[src/rtl/lsu_pkg.sv]
// Shared definitions for the MEM-stage load/store unit: funct3 encodings,
// FSM states and the access-legality / store-lane helpers.
package lsu_pkg;

    localparam logic [2:0] F3_B   = 3'b000;
    localparam logic [2:0] F3_H   = 3'b001;
    localparam logic [2:0] F3_W   = 3'b010;
    localparam logic [2:0] F3_BU  = 3'b100;
    localparam logic [2:0] F3_HU  = 3'b101;
    localparam logic [3:0] BE_ALL = 4'b1111;

    typedef enum logic [1:0] {
        IDLE = 2'd0,
        WAIT = 2'd1,
        DONE = 2'd2
    } lsu_state_e;

    // Unsigned loads have no store counterpart, and sizes must be naturally aligned.
    function automatic logic access_legal(input logic is_load, input logic [2:0] f3,
                                          input logic [1:0] off);
        logic ok;
        ok = 1'b0;
        case (f3)
            F3_B:    ok = 1'b1;
            F3_H:    ok = ~off[0];
            F3_W:    ok = (off == 2'b00);
            F3_BU:   ok = is_load;
            F3_HU:   ok = is_load & ~off[0];
            default: ok = 1'b0;
        endcase
        return ok;
    endfunction

    function automatic logic [3:0] store_be(input logic [2:0] f3, input logic [1:0] off);
        logic [3:0] be;
        be = BE_ALL;
        case (f3)
            F3_B:    be = 4'b0001 << off;
            F3_H:    be = off[1] ? 4'b1100 : 4'b0011;
            default: be = BE_ALL;
        endcase
        return be;
    endfunction

    function automatic logic [31:0] store_lanes(input logic [2:0] f3, input logic [31:0] d);
        logic [31:0] w;
        w = d;
        case (f3)
            F3_B:    w = {4{d[7:0]}};
            F3_H:    w = {2{d[15:0]}};
            default: w = d;
        endcase
        return w;
    endfunction

endpackage

[src/rtl/load_align.sv]
// Combinational load aligner: shifts the bus word down by the byte offset and
// produces the five sign/zero-extended load-result candidates.
module load_align (
    input  logic [31:0] i_rdata,
    input  logic [1:0]  i_offset,
    output logic [31:0] o_word,
    output logic [31:0] o_byte_s,
    output logic [31:0] o_byte_u,
    output logic [31:0] o_half_s,
    output logic [31:0] o_half_u
);

    logic [31:0] w_lane;

    assign w_lane   = i_rdata >> {i_offset, 3'b000};
    assign o_word   = i_rdata;
    assign o_byte_s = {{24{w_lane[7]}}, w_lane[7:0]};
    assign o_byte_u = {24'h000000, w_lane[7:0]};
    assign o_half_s = {{16{w_lane[15]}}, w_lane[15:0]};
    assign o_half_u = {16'h0000, w_lane[15:0]};

endmodule

[src/rtl/load_store_unit.sv]
// MEM-stage load/store unit: issues one ack-handshaked bus access per legal
// request, stalls the pipeline meanwhile and registers the load candidates.
module load_store_unit
    import lsu_pkg::*;
#(
    parameter  int TIMEOUT_CYCLES = 16,
    localparam int CNT_W          = $clog2(TIMEOUT_CYCLES + 1)
) (
    input  logic        clk,
    input  logic        rst,
    input  logic        mem_read,
    input  logic        mem_write,
    input  logic [2:0]  funct3,
    input  logic [31:0] addr,
    input  logic [31:0] store_data,
    output logic        stall,
    output logic [31:0] ld_word,
    output logic [31:0] ld_byte_s,
    output logic [31:0] ld_half_s,
    output logic [31:0] ld_byte_u,
    output logic [31:0] ld_half_u,
    output logic        misaligned,
    output logic        bus_err,
    output logic        bus_req,
    output logic        bus_we,
    output logic [31:0] bus_addr,
    output logic [3:0]  bus_be,
    output logic [31:0] bus_wdata,
    input  logic [31:0] bus_rdata,
    input  logic        bus_ack
);

    localparam logic [CNT_W-1:0] CNT_LAST = CNT_W'(TIMEOUT_CYCLES - 1);
    localparam logic [CNT_W-1:0] CNT_ONE  = {{(CNT_W-1){1'b0}}, 1'b1};

    lsu_state_e  r_state;
    lsu_state_e  w_state_nxt;
    logic [1:0]  r_offset;
    logic [CNT_W-1:0] r_cnt;
    logic        r_is_load;
    logic        r_bus_err;
    logic        r_bus_req;
    logic        r_bus_we;
    logic [31:0] r_bus_addr;
    logic [3:0]  r_bus_be;
    logic [31:0] r_bus_wdata;
    logic [31:0] r_ld_word, r_ld_byte_s, r_ld_byte_u, r_ld_half_s, r_ld_half_u;

    logic        w_valid, w_is_load, w_legal, w_timeout;
    logic        w_stall, w_misaligned, w_start;
    logic [31:0] w_word, w_byte_s, w_byte_u, w_half_s, w_half_u;

    // A simultaneous read and write request is handled as a read.
    assign w_valid   = mem_read | mem_write;
    assign w_is_load = mem_read;
    assign w_legal   = access_legal(w_is_load, funct3, addr[1:0]);
    assign w_timeout = (r_cnt == CNT_LAST);

    load_align u_align (
        .i_rdata  (bus_rdata),
        .i_offset (r_offset),
        .o_word   (w_word),
        .o_byte_s (w_byte_s),
        .o_byte_u (w_byte_u),
        .o_half_s (w_half_s),
        .o_half_u (w_half_u)
    );

    // Next-state and combinational stall/misaligned decode.
    always_comb begin
        w_state_nxt  = r_state;
        w_stall      = 1'b0;
        w_misaligned = 1'b0;
        w_start      = 1'b0;
        case (r_state)
            IDLE: begin
                if (w_valid && w_legal) begin
                    w_stall     = 1'b1;
                    w_start     = 1'b1;
                    w_state_nxt = WAIT;
                end else if (w_valid) begin
                    w_misaligned = 1'b1;
                end else begin
                    w_state_nxt = IDLE;
                end
            end
            WAIT: begin
                w_stall = 1'b1;
                if (bus_ack || w_timeout) begin
                    w_state_nxt = DONE;
                end else begin
                    w_state_nxt = WAIT;
                end
            end
            DONE:    w_state_nxt = IDLE;
            default: w_state_nxt = IDLE;
        endcase
    end

    // State register.
    always_ff @(posedge clk) begin
        if (rst) begin
            r_state <= IDLE;
        end else begin
            r_state <= w_state_nxt;
        end
    end

    // Bus request registers, timeout counter and load-result capture.
    always_ff @(posedge clk) begin
        if (rst) begin
            r_offset    <= 2'b00;
            r_cnt       <= {CNT_W{1'b0}};
            r_is_load   <= 1'b0;
            r_bus_err   <= 1'b0;
            r_bus_req   <= 1'b0;
            r_bus_we    <= 1'b0;
            r_bus_addr  <= 32'h0000_0000;
            r_bus_be    <= 4'b0000;
            r_bus_wdata <= 32'h0000_0000;
            r_ld_word   <= 32'h0000_0000;
            r_ld_byte_s <= 32'h0000_0000;
            r_ld_byte_u <= 32'h0000_0000;
            r_ld_half_s <= 32'h0000_0000;
            r_ld_half_u <= 32'h0000_0000;
        end else begin
            r_bus_err <= 1'b0;
            case (r_state)
                IDLE: begin
                    if (w_start) begin
                        r_bus_req   <= 1'b1;
                        r_bus_we    <= ~w_is_load;
                        r_bus_addr  <= {addr[31:2], 2'b00};
                        r_bus_be    <= w_is_load ? BE_ALL : store_be(funct3, addr[1:0]);
                        r_bus_wdata <= w_is_load ? 32'h0000_0000 : store_lanes(funct3, store_data);
                        r_offset    <= addr[1:0];
                        r_cnt       <= {CNT_W{1'b0}};
                        r_is_load   <= w_is_load;
                    end
                end
                WAIT: begin
                    if (bus_ack) begin
                        r_bus_req <= 1'b0;
                        if (r_is_load) begin
                            r_ld_word   <= w_word;
                            r_ld_byte_s <= w_byte_s;
                            r_ld_byte_u <= w_byte_u;
                            r_ld_half_s <= w_half_s;
                            r_ld_half_u <= w_half_u;
                        end
                    end else if (w_timeout) begin
                        // An aborted load must not leave stale data behind.
                        r_bus_req <= 1'b0;
                        r_bus_err <= 1'b1;
                        if (r_is_load) begin
                            r_ld_word   <= 32'h0000_0000;
                            r_ld_byte_s <= 32'h0000_0000;
                            r_ld_byte_u <= 32'h0000_0000;
                            r_ld_half_s <= 32'h0000_0000;
                            r_ld_half_u <= 32'h0000_0000;
                        end
                    end else begin
                        r_cnt <= r_cnt + CNT_ONE;
                    end
                end
                DONE:    r_bus_req <= 1'b0;
                default: r_bus_req <= 1'b0;
            endcase
        end
    end

    assign stall      = w_stall & ~rst;
    assign misaligned = w_misaligned & ~rst;
    assign bus_err    = r_bus_err;
    assign bus_req    = r_bus_req;
    assign bus_we     = r_bus_we;
    assign bus_addr   = r_bus_addr;
    assign bus_be     = r_bus_be;
    assign bus_wdata  = r_bus_wdata;
    assign ld_word    = r_ld_word;
    assign ld_byte_s  = r_ld_byte_s;
    assign ld_byte_u  = r_ld_byte_u;
    assign ld_half_s  = r_ld_half_s;
    assign ld_half_u  = r_ld_half_u;

endmodule
[config.mk]
export PLATFORM = sky130hd
export DESIGN_NAME = load_store_unit
export DESIGN_NICKNAME = d
export VERILOG_FILES = /design/src/rtl/lsu_pkg.sv /design/src/rtl/load_align.sv /design/src/rtl/load_store_unit.sv
export SDC_FILE = /design/constraint.sdc
export NUM_CORES = 1
export LEC_CHECK = 0
export ABC_AREA = 1
export CORE_UTILIZATION = 44
export CTS_BUF_LIST = sky130_fd_sc_hd__clkbuf_4 sky130_fd_sc_hd__clkbuf_8
export DETAILED_ROUTE_END_ITERATION = 10
export GPL_TIMING_DRIVEN = 0
export HOLD_SLACK_MARGIN = 0.05
export PLACE_DENSITY_LB_ADDON = 0.12
export SETUP_SLACK_MARGIN = 0.15
export SLEW_MARGIN = 20
export SYNTH_ARGS = -nofsm -noshare
export SYNTH_HDL_FRONTEND = slang
export SYNTH_HIERARCHICAL = 1
export SYNTH_SLANG_ARGS = --single-unit
[constraint.sdc]
create_clock -name clk -period 1.8 [get_ports clk]
set_clock_uncertainty 0.1 [all_clocks]
set_input_delay 0.36 -clock clk [delete_from_list [all_inputs] [get_ports clk]]
set_output_delay 0.36 -clock clk [all_outputs]
set_load 0.01 [all_outputs]
* After elaboration in Yosys (flattened, before gate mapping)
Cells that the tools add are included.
Cells by class: bitwise logic cells 8, eq/ne operators 11, shifts and indexed selects 2, reduce and logical (&&, ||, !) cells 12, $add $sub $neg 1, mux-type cells 37
Operators with widths (count):
- 32-bit two-way mux | 13
- 32-bit case mux with 2 select lines | 1
- 32-bit by 5-bit >> shifter with 16-bit output | 1
- 5-bit two-way mux | 3
- 5-bit case mux with 2 select lines | 1
- 1-bit two-way mux | 9
- 4-bit two-way mux | 2
- 4-bit case mux with 2 select lines | 1
- 3-bit equality test, second input constant | 2
- 2-bit two-way mux | 3
- 2-bit inequality test, second input constant | 3
- 3-bit inequality test, second input constant | 2
- 5-bit by 1-bit adder with 5-bit output, second input constant | 1
- 5-bit by 4-bit equality test with 1-bit output, second input constant | 1
- 1-bit case mux with 5 select lines | 1
- 2-bit zero test | 2
- 1-bit NOT | 4
- 1-bit case mux with 2 select lines | 2
- 2-bit case mux with 2 select lines | 1
- 2-bit AND reduction | 2
- 4-bit AND reduction | 1
- 2-bit nonzero test | 2
- 1-bit by 2-bit left shift with 4-bit output, first input constant | 1
- 1-bit bitwise AND | 3
- other kinds (9) | 9
Word-level totals: output and inout port bits 233, flip-flop bits (word level) 239

* Logic depth before layout (Yosys ltp)
Gate-level depths: netlist (run 1).
depth after elaboration 8, mapped depth 10, depth with buffers taken out 9

* Hierarchy
Netlist (run 1), hierarchy kept.
Modules (own cells, without submodules):
- load_store_unit | area an instance 9222.6 um2, times used 1, seq. area each 4784.6 um2, cells each 1161
- load_align | area an instance 1686.6 um2, times used 1, seq. area each 0.0 um2, cells each 283

* Least setup slack after synthesis (run 1)
Ideal clock, no wire load.
path kind register to register, start point reg r_cnt[0], end point reg r_ld_half_s[10] (netlist: ld_half_s[10]), buffers on the path 2, slack -0.026 ns, required time 1.630 ns, arrival time 1.655 ns, cell stages (with the launch flop) 10, path through dfxtp_1 ha_1 nand2_1 nor2_1 ha_1 o21ai_4 buf_2 buf_2 o21ai_0 a21oi_1
On the way: word-level cells in the longest chain between the ends 3
Ends and longest elaborated chain:
- start: declaration | line load_store_unit.sv:39 | logic [CNT_W-1:0] r_cnt;
- start signal: assignment | line load_store_unit.sv:113 | r_cnt <= {CNT_W{1'b0}};
- start signal: assignment | line load_store_unit.sv:137 | r_cnt <= {CNT_W{1'b0}};
- start signal: assignment | line load_store_unit.sv:163 | r_cnt <= r_cnt + CNT_ONE;
- 5-bit by 4-bit equality test with 1-bit output | line load_store_unit.sv:57 | assign w_timeout = (r_cnt == CNT_LAST);
- net w_timeout | line load_store_unit.sv:49 | logic w_valid, w_is_load, w_legal, w_timeout;
- 2-bit nonzero test (no line)
- 3-bit AND reduction (no line)
- end signal: assignment | line load_store_unit.sv:148 | r_ld_half_s <= w_half_s;
- end: declaration | line load_store_unit.sv:47 | logic [31:0] r_ld_word, r_ld_byte_s, r_ld_byte_u, r_ld_half_s, r_ld_half_u;
The timed path passes the listed nets, and every way through them passes these cells. A chain may end at the register's enable or synchronous reset.

* Worst setup path in the final report (run 1)
start point reg r_cnt[1], end point reg r_ld_half_u[14] (netlist: ld_half_u[14])
On the way: word-level cells in the longest chain between the ends 3
Ends and longest elaborated chain:
- 5-bit by 4-bit equality test with 1-bit output | line load_store_unit.sv:57
- net w_timeout | line load_store_unit.sv:49
- 2-bit nonzero test (no line)
- 3-bit AND reduction (no line)
- end signal: assignment | line load_store_unit.sv:149 | r_ld_half_u <= w_half_u;
- end: declaration | line load_store_unit.sv:47
The timed path passes the listed nets, and every way through them passes these cells.

==> metrics.txt, run 1 <==
status=finished with violations; failing checks=setup timing; RSZ-0062 raised after global routing=true; io pins=337; RR Endpoint=ld_half_u[14]$_SDFFE_PP0P_; worst vdd ir=0.626 mV; share of the synthesized area in the top cell type=43.9%; Die Y=159 µm; Hold WS=0.0589 ns; Placer Congestion=0.885; final hold vios=0; Post-DP HPWL=26.2 mm; post-route ant nets=0; layout cell share with drive strength beyond 1=40.4%; CP arrival=2.47 ns; CTS tree=yes; post-DR wirelength/cell=18.4 µm; Clock Path Buffers=3; sequential element share of the synthesized area=43.9%; Post-Route Utilization=76.2%; crit path launch=r_cnt[1]$_SDFFE_PP0P_; Die Area=25,400 µm²; core area=24,300 µm²; design area=18,500 µm²; CTS clk-pin slew, worst paths=0.07 ns; Final Power=13.2 mW; Multi-input gate area=5960 µm²; synth cell count leaders=dfxtp_1 (239), nand3_1 (224), o21ai_0 (212), a21oi_1 (174), buf_4 (152); root cell of the clock tree=clkbuf_8; first-pass GRT wire length=62.8 mm; Max Fclk=472 MHz; Die W=159 µm; final setup margin=-0.319 ns; Yosys reg bits=239; final WL=42.4 mm; CTS Sinks=239; initial DRC count=729; GRT overflow=0; pre-CTS setup slack=-1.15 ns; Initial Util=44.9%; Rel. slew slack=32.1%; R2R depth=12; top cells by area, synth=dfxtp_1 (44%), buf_4 (10%), nand3_1 (10%), o21ai_0 (9.7%), a21oi_1 (8.0%); Cells after Synth=1,444; drt drc=0; iteration count of the initial detailed-routing pass=5; Worst Setup Path Type=reg -> reg; final net count=2,059; Worst setup SP type=flop; Layout area overhead=70.0%; EDFF count, synth=0; Final Max Tran Viols=0; count leader, synth=dfxtp_1; Max Cap Violations=0; CP Max Fanout=5; Post-synth top flop=dfxtp_1; fin crit period=2.12 ns; vias in the first global route=11,900; routed vias=12,100; clk_lat worst skew=0.53 ns; initial antenna violation count=2; storage element area=4800 µm²; # port buffers=332; cts bufs inserted=41; HP Class=in -> reg; synthesized area=10,900 µm²; GRT Resource Usage Total=30.8%; Avg Cell Area, Syn=7.55 µm²; Critical Path RT=2.15 ns; dpl cell area=14,900 µm²; Final Setup Violations=163; Yosys cell types=29; reg-to-reg setup timing slack=-0.32 ns; drt via density=5.24; fraction of the cycle the final worst path needs=118%; leading area contributor after synthesis=dfxtp_1; largest net degree at the start of global routing=29; pwr dens=711 nW/µm²; Rows=57; ys async rst share=0%; H-tree lvl count=2; # hold bufs at CTS=0; kind of end point of the critical path=flop; synth warn=6; Filler cells=1,786; reg2reg start=r_cnt[1]$_SDFFE_PP0P_; leakage=7.66 nW; Worst Max-Slew Pin Slew=1.02 ns; worst setup path endpoint=ld_half_u[14]$_SDFFE_PP0P_
cell families (layout without fill, tap and decap cells):
logic type               after synthesis  count (layout)  synth area share (%)
AO/OA/AOI/OAI                        419             419                  19.5
flip-flops                           239             239                  43.9
other                                  2              43                0.0688
XOR/XNOR                               2               2                 0.161
buffers and inverters                329             825                  17.3
adder cells (fa/ha/maj)                2               2                 0.229
AND/OR/NAND/NOR                      451             451                  18.8
power by group:
part | switching [mW] | internal [mW]
clock | 2.23 | 2.91
sequential | 0.0682 | 5.41
combinational | 1.40 | 1.17
final cells by class:
cell class / instances / area share (%)
Multi-Input combinational cell: 916 / 32.1
Sequential cell: 239 / 25.9
Timing Repair Buffer: 426 / 23.0
Buffer: 266 / 10.9
Clock buffer: 68 / 4.51
Tap cell: 324 / 2.19
Inverter: 63 / 1.32
Clock inverter: 2 / 0.0742
Antenna cell: 1 / 0.0135
critical path: stages, from the launching register on:
cell and delay (ns):
dfxtp_4 0.35, ha_4 0.16, nand2_4 0.07, nor2_4 0.04
ha_4 0.17, o21ai_4 0.25, buf_6 0.14, buf_6 0.10
buf_6 0.09, buf_8 0.12, buf_8 0.14, o21ai_2 0.07
a21oi_1 0.21
cells in the final DEF (no fill, tap or decap), types with 3 or more instances in the layout:
cell type / synthesis / layout
o21ai_1: 22 / 54
buf_6: 5 / 43
nor2_1: 82 / 78
nor2_2: 2 / 3
dfxtp_1: 239 / 230
nand3_2: 0 / 67
nand4_1: 3 / 3
dlygate4sd2_1: 0 / 80
buf_16: 0 / 15
buf_8: 0 / 35
nand3_1: 224 / 138
o21ai_2: 0 / 93
conb_1: 2 / 42
clkdlybuf4s15_1: 0 / 79
o21bai_1: 7 / 7
o21ai_0: 212 / 72
buf_2: 33 / 23
inv_2: 6 / 7
buf_12: 0 / 12
buf_1: 3 / 3
nor2_4: 3 / 6
a21oi_2: 0 / 93
buf_4: 152 / 177
clkdlybuf4s15_2: 0 / 10
clkbuf_1: 73 / 49
dfxtp_2: 0 / 7
clkbuf_4: 0 / 18
inv_4: 2 / 3
nand2_4: 0 / 6
clkdlybuf4s50_1: 0 / 95
o21ai_4: 1 / 16
nand2_1: 118 / 110
clkbuf_2: 0 / 66
inv_1: 55 / 53
clkbuf_8: 0 / 52
or2_2: 14 / 14
a21oi_1: 174 / 80
nand3_4: 0 / 19
worst min-delay path by stage:
| stage | startpoint | end | slack (ns) | depth (start not counted) |
|---|---|---|---|---|
| floorplan | r_offset[1]$_SDFFE_PP0P_ | r_offset[1]$_SDFFE_PP0P_ | 0.36 | 2 |
| global placement | ld_half_u[4]$_SDFFE_PP0P_ | ld_half_u[4]$_SDFFE_PP0P_ | 0.36 | 2 |
| detailed placement | bus_we$_SDFFE_PP0P_ | bus_we$_SDFFE_PP0P_ | 0.36 | 2 |
| CTS | addr[1] | r_offset[1]$_SDFFE_PP0P_ | 0.05 | 3 |
| global route | mem_read | bus_be[3]$_SDFFE_PP0P_ | 0.09 | 3 |
| finish | addr[1] | r_offset[1]$_SDFFE_PP0P_ | 0.06 | 3 |
through the flow:
stage / TNS (ns) / instances
floorplan: 0 / 1484
global placement: -69.36 / 2140
detailed placement: -76.10 / 2140
CTS: -27.40 / 2282
global route: -41.65 / 2305
finish: -31.15 / 2305
timing repair:
| action | 4_1_cts | 5_1_grt |
|---|---|---|
| setup buffers | 45 | 21 |
| gates resized for setup | 790 | 387 |
| gates cloned | 27 | 1 |
| pin swaps | 161 | 87 |
| endpoints found under the setup margin | 428 | 328 |
per-layer routing:
layer  vias up  GRT usage [%]  wire length (µm)
li1       5741              -                 -
met1      5663           35.0             15800
met2       551           54.0             21500
met3       112           7.74              3340
met4         2           14.1              1760
met5         -              0                11
registers in the layout, summed over array words and instances (netlist names):
| name | flops |
|---|---|
| bus_err | 1 |
| bus_wdata | 32 |
| ld_half_s | 32 |
| bus_addr | 30 |
| ld_half_u | 32 |
| r_state | 2 |
| ld_word | 32 |
| ld_byte_s | 32 |
| ld_byte_u | 32 |
| r_cnt | 5 |
| r_is_load | 1 |
| bus_req | 1 |
| bus_we | 1 |
| r_offset | 2 |
| bus_be | 4 |
Note: power is estimated with default switching activity, not from simulation.
==> run 2, diff against run 1 <==
--- a/config.mk
+++ b/config.mk
@@ -10,7 +10,6 @@
 export CTS_BUF_LIST = sky130_fd_sc_hd__clkbuf_4 sky130_fd_sc_hd__clkbuf_8
 export DETAILED_ROUTE_END_ITERATION = 10
 export GPL_TIMING_DRIVEN = 0
-export HOLD_SLACK_MARGIN = 0.05
 export PLACE_DENSITY_LB_ADDON = 0.12
 export SETUP_SLACK_MARGIN = 0.15
 export SLEW_MARGIN = 20
==> results of run 2 <==
Final layout, timing and power as in run 1 (identical DEF).
==> patch 1: new RTL, flow settings as in run 1 <==
`TIMEOUT_CYCLES`: 16 -> 32.
--- a/src/rtl/load_store_unit.sv
+++ b/src/rtl/load_store_unit.sv
@@ -3,7 +3,7 @@
 module load_store_unit
     import lsu_pkg::*;
 #(
-    parameter  int TIMEOUT_CYCLES = 16,
+    parameter  int TIMEOUT_CYCLES = 32,
     localparam int CNT_W          = $clog2(TIMEOUT_CYCLES + 1)
 ) (
     input  logic        clk,
Behaviour: same outputs for any inputs over 4 cycles, from zero or initial values and one cycle with rst high; that may be too few to reach the edited logic, so the function may still have changed.
==> patch 1 against run 1 <==
- the flow still finishes with violations (setup timing)
- routed wire length up 0.15%
- critical path depth down 7
- sequential cell count up 1
- total power up 3.7%
- critical path type is now flip-flop to output pin
- setup slack better by 89 ps
- area after synthesis up 3.3%
- final area up 1.6%
==> patch 1: results (changes against run 1) <==
* CTS-repair resized insts: 833 (+5.4%)
- The largest net degree at the start of global routing is 15 (-48%).
* Reg-to-reg critical path endpoint: ld_byte_s[23]
* Instance area at placement: 15190 um^2 (+2.0%)
- The number of buffers inserted to repair setup after CTS was 26 (-42%).
* End of the worst hold path: bus_wdata[3]
- Average size of a mapped cell: 7.423 um^2 (-1.7%)
- Violated checks: setup timing
- Placed Instances: 2220 (+3.7%)
- The via count of the first global-routing pass was 11709 (-1.6%).
* Sequential share of the synthesized area: 42.64% (-1.2 points)
- The hold buffer count at cts is 2 (+2).
* Biggest fanout along the worst timing path: 3 (-2)
* Layout Nets: 2095 (+1.7%)
- The arrival time of the worst setup path is 1570 ps (-900 ps).
- In this run the critical register-to-register path is launched from r_cnt[0].
- The run finished, with violations left.
- Min-Delay Startpoint: mem_read
* TritonCTS buffer count: 43 (+4.9%)
- The setup slack of the critical path after layout was -230.0 ps (+89.31 ps).
- The final setup violation count is 95 (-42%).
- Most instantiated cells after synthesis: sky130_fd_sc_hd__nand2_1, sky130_fd_sc_hd__dfxtp_1, sky130_fd_sc_hd__a21oi_1
- Routability Congestion: 0.9159 (+3.5%)
- The global-route wire length before repair is 62020 um (-1.3%).
- The detailed-placement wirelength estimate is 26120 um (-0.37%).
* Detailed-routing iteration count for the pre-antenna-repair pass: 6 (+1)
* Post-DR vias/cell: 5.228 (-0.16%)
- The depth of the worst hold-timing path was 4 (+1).
* Area contributors post-synth: sky130_fd_sc_hd__dfxtp_1, sky130_fd_sc_hd__nand2_1, sky130_fd_sc_hd__buf_4
- The global router's overall resource usage came to 29.96% (-0.81 points).
- Number of antenna violations at the first check in global routing: 8 (+6)
- The worst vdd rail ir drop is 0.5092 mV (-19%).
- Detailed Route Iter0 Violations: 834 (+14%)
* Crit-path leading delay family: flip-flops
* Wire length per cell: 18.06 um (-1.8%)
- In this design, the stage delay of the slowest critical-path cell is ~360 ps.
- Fill count: 1872 (+4.8%)
- The share of final-layout standard cells stronger than drive strength 1 was 44.37% (+4.0 points).
- The sum of routed wire length over all layers was 42450 um (+0.15%).
- Leak pwr: 7.558 nW (-1.3%)
- The relative max-transition margin came to 37.95% (+5.8 points).
- The clock-pin slew on the worst setup and hold paths was 70 ps (about the same).
- The worst reg-to-reg setup slack was -150 ps (+170 ps).
-- patch 1: cell types whose count changed in the layout (fill, tap and decap cells not counted), moves of 70 or more --
cell / before / now
sky130_fd_sc_hd__dfxtp_1: 230 / 160
sky130_fd_sc_hd__dfxtp_2: 7 / 77
sky130_fd_sc_hd__nand2_4: 6 / 160
sky130_fd_sc_hd__nand3_1: 138 / 35
sky130_fd_sc_hd__nand4_1: 3 / 169
sky130_fd_sc_hd__o21ai_2: 93 / 0
-- patch 1: per-layer routing --
metal	vias to the layer above	share of wire, %	track usage (%)
li1	5877	-	-
met1	5793	42	38.50
met2	471	46	47.19
met3	138	7.0	7.201
met4	6	4.6	14.19
met5	-	0.097	0
-- patch 1: how the worst max path moves through the flow --
| stage | startpoint | to | slack [ps] | cells past startpoint |
|---|---|---|---|---|
| floorplan | mem_read | misaligned | 130 | 5 |
| global placement | funct3[2] | stall | -1110 | 10 |
| detailed placement | funct3[2] | stall | -1130 | 10 |
| CTS | r_state[0] | stall | -240 | 5 |
| global route | r_state[0] | stall | -290 | 5 |
| finish | r_state[0] | stall | -230 | 5 |
-- patch 1: final cells by class --
class                   instances  area (um^2)  share of cell area [%]
diodes                          5        12.51                 0.06639
plain buffers                 270         2021                   10.72
clock buffers                  66        827.0                   4.389
clock inverters                 4        48.80                  0.2589
inverters                      61        244.0                   1.295
multi-input cells             992         6610                   35.07
flip-flops and latches        240         4912                   26.07
well taps                     330        412.9                   2.191
repair buffers                382         3757                   19.94
-- patch 1: metrics by stage --
step                setup TNS (ps)  hold slack [ps]  power (mW)  worst slack (ps)  utilization, %
floorplan                        0            344.9       7.201             128.4               -
global placement           -105170            345.6       8.097             -1107           60.33
detailed placement         -104620            350.3       8.128             -1125           60.33
CTS                          -4788            61.16       13.53            -243.1           71.54
global route                -15500            85.64       14.22            -289.4           74.82
finish                       -6092            89.69       13.67            -230.0           74.84
-- patch 1: report_power, final --
part	switching (mW)	total (mW)	internal, mW	leakage, nW
combinational	1.53	2.81	1.28	5.11
clock	2.24	5.28	3.04	0.467
sequential	0.108	5.59	5.48	1.99
total	3.87	13.7	9.80	7.56
-- patch 1: tightest hold or removal path: cells and delay by family --
family	cells	cell delay, ps
buffers and inverters	2	170
and+or+nand+nor	1	90
AOI/OAI and AO/OA	1	60
-- patch 1: kinds of logic (layout without fill, tap and decap cells) --
logic type	after synthesis	after routing	share of synthesized area [%]
simple gates	686	691	28.13
other cells	2	47	0.06665
compound gates	258	258	11.48
buf+inv	331	783	17.58
fa+ha+maj	1	1	0.1110
flops	240	240	42.64
==> patch 2: new RTL, flow settings as in run 1 <==
Made on the original files. Register the output `bus_err` once more, cleared by the reset; this adds one clock of latency there. The other outputs are not delayed to match.
--- a/src/rtl/load_store_unit.sv
+++ b/src/rtl/load_store_unit.sv
@@ -171,7 +171,13 @@
 
     assign stall      = w_stall & ~rst;
     assign misaligned = w_misaligned & ~rst;
-    assign bus_err    = r_bus_err;
+    always_ff @(posedge clk) begin
+        if (rst) begin
+            bus_err <= '0;
+        end else begin
+            bus_err <= r_bus_err;
+        end
+    end
     assign bus_req    = r_bus_req;
     assign bus_we     = r_bus_we;
     assign bus_addr   = r_bus_addr;
Function: same outputs for any inputs over 4 cycles, from zero or initial values and one cycle with rst high; that may be too few to reach the edited logic, so the function may still have changed.
==> patch 2 against run 1 <==
- the run still ends with setup timing left
- area after synthesis grew 0.42%
- setup slack lost 11 ps
- count of clock-buffer cells in the layout shrank 1
- routed wire length grew 4.7%
- global-route usage grew 1.1 points
- highest routed layer unchanged
- total power grew 3.4%
- hold slack gained 140 ps
- core utilization grew 1.2 points
- cell count shrank 0.22%
- combinational power grew 3%
- critical path type is now flip-flop to output pin
- final area grew 1.8%
- largest power group unchanged
- sequential cell count grew 1
==> patch 2: results (changes against run 1) <==
- Smallest setup slack after layout: -330.1 ps (-10.78 ps)
* Top-area cell type share of the netlist area: 43.86% (about the same)
- Number of antenna violations at the first check in global routing: 3 (+1)
- Layout Nets: 2054 (-0.24%)
* Leak pwr: 7.560 nW (-1.3%)
- Detailed Route Iter0 Violations: 944 (+29%)
- Most instantiated cells after synthesis: sky130_fd_sc_hd__dfxtp_1, sky130_fd_sc_hd__nand3_1, sky130_fd_sc_hd__o21ai_0
- Ranked by total cell area, the synthesized netlist is headed by sky130_fd_sc_hd__dfxtp_1, sky130_fd_sc_hd__buf_4, sky130_fd_sc_hd__nand3_1.
* Routability Congestion: 0.8861 (+0.10%)
- Worst setup slack before clock tree synthesis: -1118 ps (+29.98 ps)
- Fill count: 1778 (-0.45%)
- Status: finished, violations left
* HPWL after detailed placement: 26570 um (+1.4%)
- Biggest fanout along the worst timing path: 3 (-2)
- The global router's overall resource usage is 31.88% (+1.1 points).
* Wire length per cell: 19.29 um (+4.9%)
* Clock edge transition at the registers on the reported setup and hold paths: 50 ps (-20 ps)
- Violated checks: setup timing
* Critical path's slowest cell: sky130_fd_sc_hd__dfxtp_2
- The sequential cell area fraction in the yosys report came to 43.86% (about the same).
* TritonCTS buffer count: 43 (+4.9%)
- Slew @ Worst Pin: 890.5 ps (-127.2 ps)
* Sum of negative setup slack: -31220 ps (-67.40 ps)
* Compound-cell area share of the yosys netlist: 19.46% (-0.083 points)
- The final setup violation count was 160 (-1.8%).
* Clock Latency Late Sink: 550 ps (+20 ps)
* Xor-xnor portion of the synthesized cell area: 0.1599% (-0.00068 points)
* Cell count after synthesis: 1447 (+0.21%)
patch 2: per-layer routing:
metal / share of wire, % / vias up / wire length [um] / track usage, %
met3: 8.2 / 102 / 3639 / 9.247
met4: 2.9 / 2 / 1304 / 10.69
li1: - / 5730 / - / -
met2: 51 / 556 / 22850 / 57.66
met5: 0.027 / - / 12 / 0
met1: 37 / 5761 / 16560 / 35.61
patch 2: cell type report:
cell class | instances | area (um^2) | share of cell area (%)
inverter | 64 | 245.2 | 1.299
sequential | 240 | 4850 | 25.68
multi-input combinational | 917 | 6123 | 32.43
timing repair buffer | 417 | 4289 | 22.72
buffer | 265 | 2047 | 10.84
tap | 324 | 405.4 | 2.147
clock inverter | 4 | 51.30 | 0.2717
antenna | 2 | 5.005 | 0.02651
clock buffer | 67 | 865.8 | 4.586
patch 2: worst paths after layout:
path	endpoint	slack, ps	from	cells after the start
worst max-delay path	stall	-330	r_state[1]	8
worst min-delay path	r_offset[1]	200	addr[1]	3
worst max register to register	ld_half_s[17]	-300	r_cnt[1]	12
worst min register to register	bus_err	310	r_bus_err	2
patch 2: power breakdown:
part | switching (mW) | internal [mW]
Combinational | 1.45 | 1.19
Clock | 2.31 | 3.18
Sequential | 0.0677 | 5.43
Total | 3.83 | 9.80
patch 2: kinds of logic (layout without fill, tap and decap cells):
logic type,Yosys count,count (layout)
flops,240,240
other cells,2,44
xor+xnor,2,2
buf+inv,330,817
simple gates,452,452
fa+ha+maj,2,2
compound gates,419,419
patch 2: what timing repair did:
item | 4_1_cts | 5_1_grt
pin swaps | 159 | 79
setup endpoints to repair | 416 | 353
gates resized for setup | 851 | 419
buffers inserted | 46 | 10
cloned | 28 | 1
patch 2: tightest hold or removal path: stages:
cell	delay [ps]
sky130_fd_sc_hd__clkdlybuf4s15_1	260
sky130_fd_sc_hd__o21ai_0	120
sky130_fd_sc_hd__nor2_1	80
